File: config.mk
export PLATFORM = sky130hd
export DESIGN_NAME = cache_tag_resolver
export DESIGN_NICKNAME = d
export VERILOG_FILES = /design/src/rtl/cache_tag_resolver.sv
export SDC_FILE = /design/constraint.sdc
export NUM_CORES = 1
export LEC_CHECK = 0
export CAP_MARGIN = 10
export CELL_PAD_IN_SITES_DETAIL_PLACEMENT = 0
export CELL_PAD_IN_SITES_GLOBAL_PLACEMENT = 1
export CORE_MARGIN = 4
export CORE_UTILIZATION = 37
export DETAILED_ROUTE_END_ITERATION = 6
export PLACE_DENSITY = 0.94
export REMOVE_ABC_BUFFERS = 1
export SLEW_MARGIN = 20
export SYNTH_ARGS = -nofsm -noshare
export SYNTH_HDL_FRONTEND = slang
export SYNTH_SLANG_ARGS = --single-unit
File: constraint.sdc
create_clock -name main_clk -period 7.3 [get_ports main_clk]
set_input_delay 1.095 -clock main_clk [delete_from_list [all_inputs] [get_ports main_clk]]
set_output_delay 1.095 -clock main_clk [all_outputs]
set_load 0.03 [all_outputs]
File: src/rtl/cache_tag_resolver.sv
// cache_tag_resolver
// Lookup controller for a 4-way set-associative cache. Each line request
// resolves to a hit way or a miss. A miss picks a victim, issues a
// fill/evict request to the DRAM controller and writes the new tag once the
// line has landed. Every completed access updates the cache_LRU entry for
// its set.
module cache_tag_resolver #(
   parameter int SET_BITS = 9,
   parameter int TAG_BITS = 16
) (
   input  logic                         main_clk,
   input  logic                         rst,

   input  logic                         req_valid,
   input  logic [TAG_BITS+SET_BITS-1:0] req_addr,
   output logic                         req_ready,

   output logic                         resp_valid,
   output logic                         resp_hit,
   output logic [1:0]                   resp_way,

   output logic [SET_BITS-1:0]          lru_addr,
   output logic [1:0]                   lru_used_index,
   output logic                         lru_enable_write,
   input  logic [1:0]                   lru_least_used_index,

   output logic [SET_BITS-1:0]          tag_rd_addr,
   input  logic [4*(TAG_BITS+1)-1:0]    tag_rd_data,
   output logic                         tag_wr_en,
   output logic [1:0]                   tag_wr_way,
   output logic [SET_BITS-1:0]          tag_wr_addr,
   output logic [TAG_BITS:0]            tag_wr_data,

   output logic                         fill_req_valid,
   input  logic                         fill_req_ready,
   output logic [TAG_BITS+SET_BITS-1:0] fill_addr,
   output logic [1:0]                   fill_way,
   output logic                         fill_evict_valid,
   output logic [TAG_BITS-1:0]          fill_evict_tag,
   input  logic                         fill_done
);

   localparam int ENTRY_BITS = TAG_BITS + 1;
   localparam int ADDR_BITS  = TAG_BITS + SET_BITS;

   // state     | meaning
   // IDLE      | ready; tag RAM and LRU read addresses follow req_addr
   // LOOKUP    | tag row and LRU victim are valid; resolve hit or pick victim
   // FILL_REQ  | fill/evict request held stable until the DRAM side accepts
   // FILL_WAIT | waiting for the line to be written into the victim way
   // RESP      | one-cycle response, LRU update, tag write on a miss
   localparam logic [2:0] IDLE      = 3'd0;
   localparam logic [2:0] LOOKUP    = 3'd1;
   localparam logic [2:0] FILL_REQ  = 3'd2;
   localparam logic [2:0] FILL_WAIT = 3'd3;
   localparam logic [2:0] RESP      = 3'd4;

   logic [2:0]          state;
   logic [2:0]          state_nxt;
   logic                accept;

   logic [SET_BITS-1:0] set_q;
   logic [TAG_BITS-1:0] tag_q;
   logic [1:0]          way_q;

   logic [3:0]          way_valid;
   logic [TAG_BITS-1:0] way_tag [4];
   logic                hit_found;
   logic [1:0]          hit_way;
   logic                inv_found;
   logic [1:0]          inv_way;
   logic [1:0]          victim_way;

   assign accept = (state == IDLE) && req_valid;

   // Handshake and read addresses: combinational only in IDLE so the
   // RAM/LRU read issued on the accept edge belongs to the new request.
   // Later states present the latched set; reset forces everything low.
   assign req_ready   = (state == IDLE) && !rst;
   assign lru_addr    = (state == IDLE) ? (rst ? '0 : req_addr[SET_BITS-1:0]) : set_q;
   assign tag_rd_addr = (state == IDLE) ? (rst ? '0 : req_addr[SET_BITS-1:0]) : set_q;

   // Split the tag RAM row into per-way valid bits and tags.
   always_comb begin
      for (int w = 0; w < 4; w++) begin
         way_valid[w] = tag_rd_data[w*ENTRY_BITS + TAG_BITS];
         way_tag[w]   = tag_rd_data[w*ENTRY_BITS +: TAG_BITS];
      end
   end

   // Hit detection; scanning downward leaves the lowest matching way.
   always_comb begin
      hit_found = 1'b0;
      hit_way   = 2'd0;
      for (int w = 3; w >= 0; w--) begin
         if (way_valid[w] && (way_tag[w] == tag_q)) begin
            hit_found = 1'b1;
            hit_way   = 2'(w);
         end
      end
   end

   // Victim choice: an empty way is always preferred over evicting a line,
   // the LRU only arbitrates between four valid ways.
   always_comb begin
      inv_found = 1'b0;
      inv_way   = 2'd0;
      for (int w = 3; w >= 0; w--) begin
         if (!way_valid[w]) begin
            inv_found = 1'b1;
            inv_way   = 2'(w);
         end
      end
      victim_way = inv_found ? inv_way : lru_least_used_index;
   end

   // Next-state decode.
   always_comb begin
      state_nxt = state;
      case (state)
         IDLE:      if (req_valid) state_nxt = LOOKUP;
         LOOKUP:    state_nxt = hit_found ? RESP : FILL_REQ;
         FILL_REQ:  if (fill_req_ready) state_nxt = FILL_WAIT;
         FILL_WAIT: if (fill_done) state_nxt = RESP;
         RESP:      state_nxt = IDLE;
         default:   state_nxt = IDLE;
      endcase
   end

   // State register.
   always_ff @(posedge main_clk or posedge rst) begin
      if (rst) state <= IDLE;
      else     state <= state_nxt;
   end

   // Latch the accepted line address for the rest of the access.
   always_ff @(posedge main_clk or posedge rst) begin
      if (rst) begin
         set_q <= '0;
         tag_q <= '0;
      end else if (accept) begin
         set_q <= req_addr[SET_BITS-1:0];
         tag_q <= req_addr[ADDR_BITS-1:SET_BITS];
      end
   end

   // Remember the victim across the fill; fill_way is cleared on acceptance.
   always_ff @(posedge main_clk or posedge rst) begin
      if (rst)                                way_q <= 2'd0;
      else if ((state == LOOKUP) && !hit_found) way_q <= victim_way;
   end

   // Fill request registers: loaded on a miss, held until accepted.
   always_ff @(posedge main_clk or posedge rst) begin
      if (rst) begin
         fill_req_valid   <= 1'b0;
         fill_addr        <= '0;
         fill_way         <= 2'd0;
         fill_evict_valid <= 1'b0;
         fill_evict_tag   <= '0;
      end else if ((state == LOOKUP) && !hit_found) begin
         fill_req_valid   <= 1'b1;
         fill_addr        <= {tag_q, set_q};
         fill_way         <= victim_way;
         fill_evict_valid <= way_valid[victim_way];
         fill_evict_tag   <= way_tag[victim_way];
      end else if ((state == FILL_REQ) && fill_req_ready) begin
         fill_req_valid   <= 1'b0;
         fill_addr        <= '0;
         fill_way         <= 2'd0;
         fill_evict_valid <= 1'b0;
         fill_evict_tag   <= '0;
      end
   end

   // Response, LRU update and tag write: all loaded on the edge entering
   // RESP so they are high for exactly the RESP cycle.
   always_ff @(posedge main_clk or posedge rst) begin
      if (rst) begin
         resp_valid       <= 1'b0;
         resp_hit         <= 1'b0;
         resp_way         <= 2'd0;
         lru_used_index   <= 2'd0;
         lru_enable_write <= 1'b0;
         tag_wr_en        <= 1'b0;
         tag_wr_way       <= 2'd0;
         tag_wr_addr      <= '0;
         tag_wr_data      <= '0;
      end else begin
         resp_valid       <= 1'b0;
         resp_hit         <= 1'b0;
         resp_way         <= 2'd0;
         lru_used_index   <= 2'd0;
         lru_enable_write <= 1'b0;
         tag_wr_en        <= 1'b0;
         tag_wr_way       <= 2'd0;
         tag_wr_addr      <= '0;
         tag_wr_data      <= '0;
         if ((state == LOOKUP) && hit_found) begin
            resp_valid       <= 1'b1;
            resp_hit         <= 1'b1;
            resp_way         <= hit_way;
            lru_used_index   <= hit_way;
            lru_enable_write <= 1'b1;
         end else if ((state == FILL_WAIT) && fill_done) begin
            resp_valid       <= 1'b1;
            resp_way         <= way_q;
            lru_used_index   <= way_q;
            lru_enable_write <= 1'b1;
            tag_wr_en        <= 1'b1;
            tag_wr_way       <= way_q;
            tag_wr_addr      <= set_q;
            tag_wr_data      <= {1'b1, tag_q};
         end
      end
   end

endmodule

==> reports/metrics.yaml <==
grt_max_degree: 69
postRouteAntennaNets: 0
clockRootBuffer: "clkbuf_16"
outcome: "finished, final reports clean"
diodes: 0
leakagePower_nw: 3.31
hold_path_class: "flop to flop"
cp_common_cell: "clkdlybuf4s50_1"
async_reset_ff_share_pct: 100
synth_cells: 550
path_cells: "clkdlybuf4s50_1 > inv_4 > nand3_1 > o21ai_0 > clkdlybuf4s50_1"
grt_pass1_vias: 5000
setup-tns-final_ps: 0
netlist_area_um2: 5680
worstSetupPathType: "input pin to output pin"
hold_viol_final: 0
fin_cells: 902
viasPerCell: 5.09
cellPowerDensity_nw_per_um2: 394
critPathLaunchType: "input pin"
dp_cells: 887
firstDrtPassIters: 6
track_usage_pct: 19.7
core_um2: 15100
io_pins: 200
antenna_found_initial: 0
synthFlopType: "dfrtp_1"
finalNetCount: 810
ys_types: 41
std_cell_rows: 45
clk_path_buf_depth: 2
setup_viol: 0
chipWidth_um: 132
start_util_pct: 37.5
synth_edf_count: 0
cp_data_required_time_ps: 6200
routed_wl_um: 17200
insertion_delay_ps: 350
post_cts_buffers: 0
port_buffers: 199
yosysWarnings: 0
cpMaxStageDelayCell: "clkdlybuf4s50_1"
hold_ws_ps: 489
drv_cap: 0
drive_gt1_share_pct: 6.58
drtIter0Drc: 241
cts_made_buffers: 9
vdd_ir_drop_max_v: 0.000228
post_drt_wl_per_cell_um: 19.1
min_period_ps: 4310
die_height_um: 132
dpl.hpwl_um: 12700
grt_pass1_wl_um: 27200
tightest_slew_ps: 907
syn-mean-instance-area_um2: 10.3
critPathMaxStageDelay_ps: 730
drc: 0
cp_max_fo: 68
critical-path-top-delay-family: "buffers and inverters"
cts_resized: 0
critPathBufInv: 3
worstSetupEndpointType: "output pin"
relSlewSlack_pct: 39.5
max_freq_mhz: 232
reg2regPathDepth: 7
arrival_ps: 3220
yosysSeqAreaShare_pct: 47.1
hold_path_depth: 1
area_growth_pct: 38.6
htreeDepth: 3
path_clk_slew_ps: 70
place.gp.congestion: 0.844
ys_ff_latch: 107
grt_overflow: 0
cts_hold_buf: 0
dieArea_um2: 17400
post-route-period-util_pct: 59.1
drv_slew: 0
path_depth: 5
final_util_pct: 52.0
fin_worst_skew_ps: 9.11
rsz0062_at_grt: "no"
cts_tree: "built"
clock_sinks: 107
via_count: 4593
-- metal layers --
layer	wire (um)	global-route usage (%)	vias up
met5	0	0	-
met1	7260	24.9	2283
met3	899	4.58	29
li1	-	-	2115
met2	8670	33.5	166
met4	386	6.24	0
-- flip-flops by register name, summed over array words and instances (netlist names) --
name              cells
fill_addr            25
fill_evict_tag       16
fill_evict_valid      1
fill_req_valid        1
fill_way              2
lru_enable_write      1
lru_used_index        2
resp_hit              1
set_q                 9
state                 3
tag_q                16
tag_wr_addr           9
tag_wr_data          17
tag_wr_way            2
way_q                 2
-- area by class of cell --
class,instances,area [um^2]
Sequential cell,107,2680
Tap cell,188,235
Inverter,49,186
Fill cell,1335,7270
Clock buffer,12,256
Clock inverter,3,47.5
Timing Repair Buffer,205,2040
Multi-Input combinational cell,338,2430
-- worst reg2reg max path, stage by stage, from the launching register on --
cell	delay (ps)
dfrtp_1	510
xnor2_1	190
nand4_1	150
nor4_2	90
a32oi_1	320
and3_2	650
buf_4	610
mux2i_1	280
-- synthesized netlist by cell type, drive strengths merged (6+ instances only) --
master / count / area share [%]
mux4: 16 / 6.3
dfrtp: 107 / 47
inv: 47 / 3.1
nor4: 9 / 1.1
buf: 39 / 5.8
nor3: 27 / 2.5
nand2: 84 / 5.6
nand4: 9 / 0.99
mux2i: 45 / 7.9
o21ai: 36 / 3.2
xnor2: 46 / 7.1
nor2: 6 / 0.40
clkbuf: 17 / 1.1
nand3: 12 / 1.1
xor2: 18 / 2.8
-- through the flow --
step / setup slack [ps] / total power, mW / instance area, um^2
after floorplan: 1380 / 1.94 / 5290
after global placement: 3040 / 2.58 / 7570
after detailed placement: 2920 / 2.62 / 7570
after CTS: 2940 / 3.13 / 7870
after global routing: 2700 / 3.27 / 7870
final: 2990 / 3.10 / 7870
-- cell usage in the layout (no fill, tap or decap), types with 2 or more instances in the layout --
cell,instances
a21o_1,3
a21oi_1,5
and2_1,2
buf_4,6
clkbuf_16,9
clkbuf_8,2
clkdlybuf4s50_1,199
clkinv_4,2
dfrtp_1,107
inv_1,47
mux2i_1,45
mux4_2,16
nand2_1,83
nand2b_1,2
nand3_1,12
nand4_1,9
nor2_1,6
nor2b_1,3
nor3_1,26
nor4_1,8
o21ai_0,36
or2_2,2
xnor2_1,46
xor2_1,18
-- kinds of logic after synthesis --
logic type	Yosys count	synth area share, %
AO/OA/AOI/OAI	49	4.69
multiplexers	62	14.5
AND/OR/NAND/NOR	163	13.6
flip-flops	107	47.1
XOR/XNOR	64	9.87
buffers and inverters	105	10.1
-- report_power, final --
part	leakage, nW	total [mW]	internal, mW	switching (mW)
logic	1.77	1.62	0.673	0.943
registers	1.40	0.980	0.790	0.190
clock network	0.149	0.504	0.285	0.220
total	3.31	3.10	1.75	1.35
-- final timing paths --
check / startpoint / to / slack [ps]
setup / recovery: rst / lru_addr[0] / 2990
hold / removal: fill_req_valid$_DFFE_PP0P_ / fill_req_valid$_DFFE_PP0P_ / 490
max in group asynchronous: rst / fill_evict_tag[13]$_DFFE_PP0P_ / 4810
min in group asynchronous: rst / set_q[7]$_DFFE_PP0P_ / 1270
setup reg to reg: tag_q[3]$_DFFE_PP0P_ / fill_way[1]$_DFFE_PP0P_ / 4420
hold reg to reg: fill_req_valid$_DFFE_PP0P_ / fill_req_valid$_DFFE_PP0P_ / 490
Power figures use the tool's default switching activity.
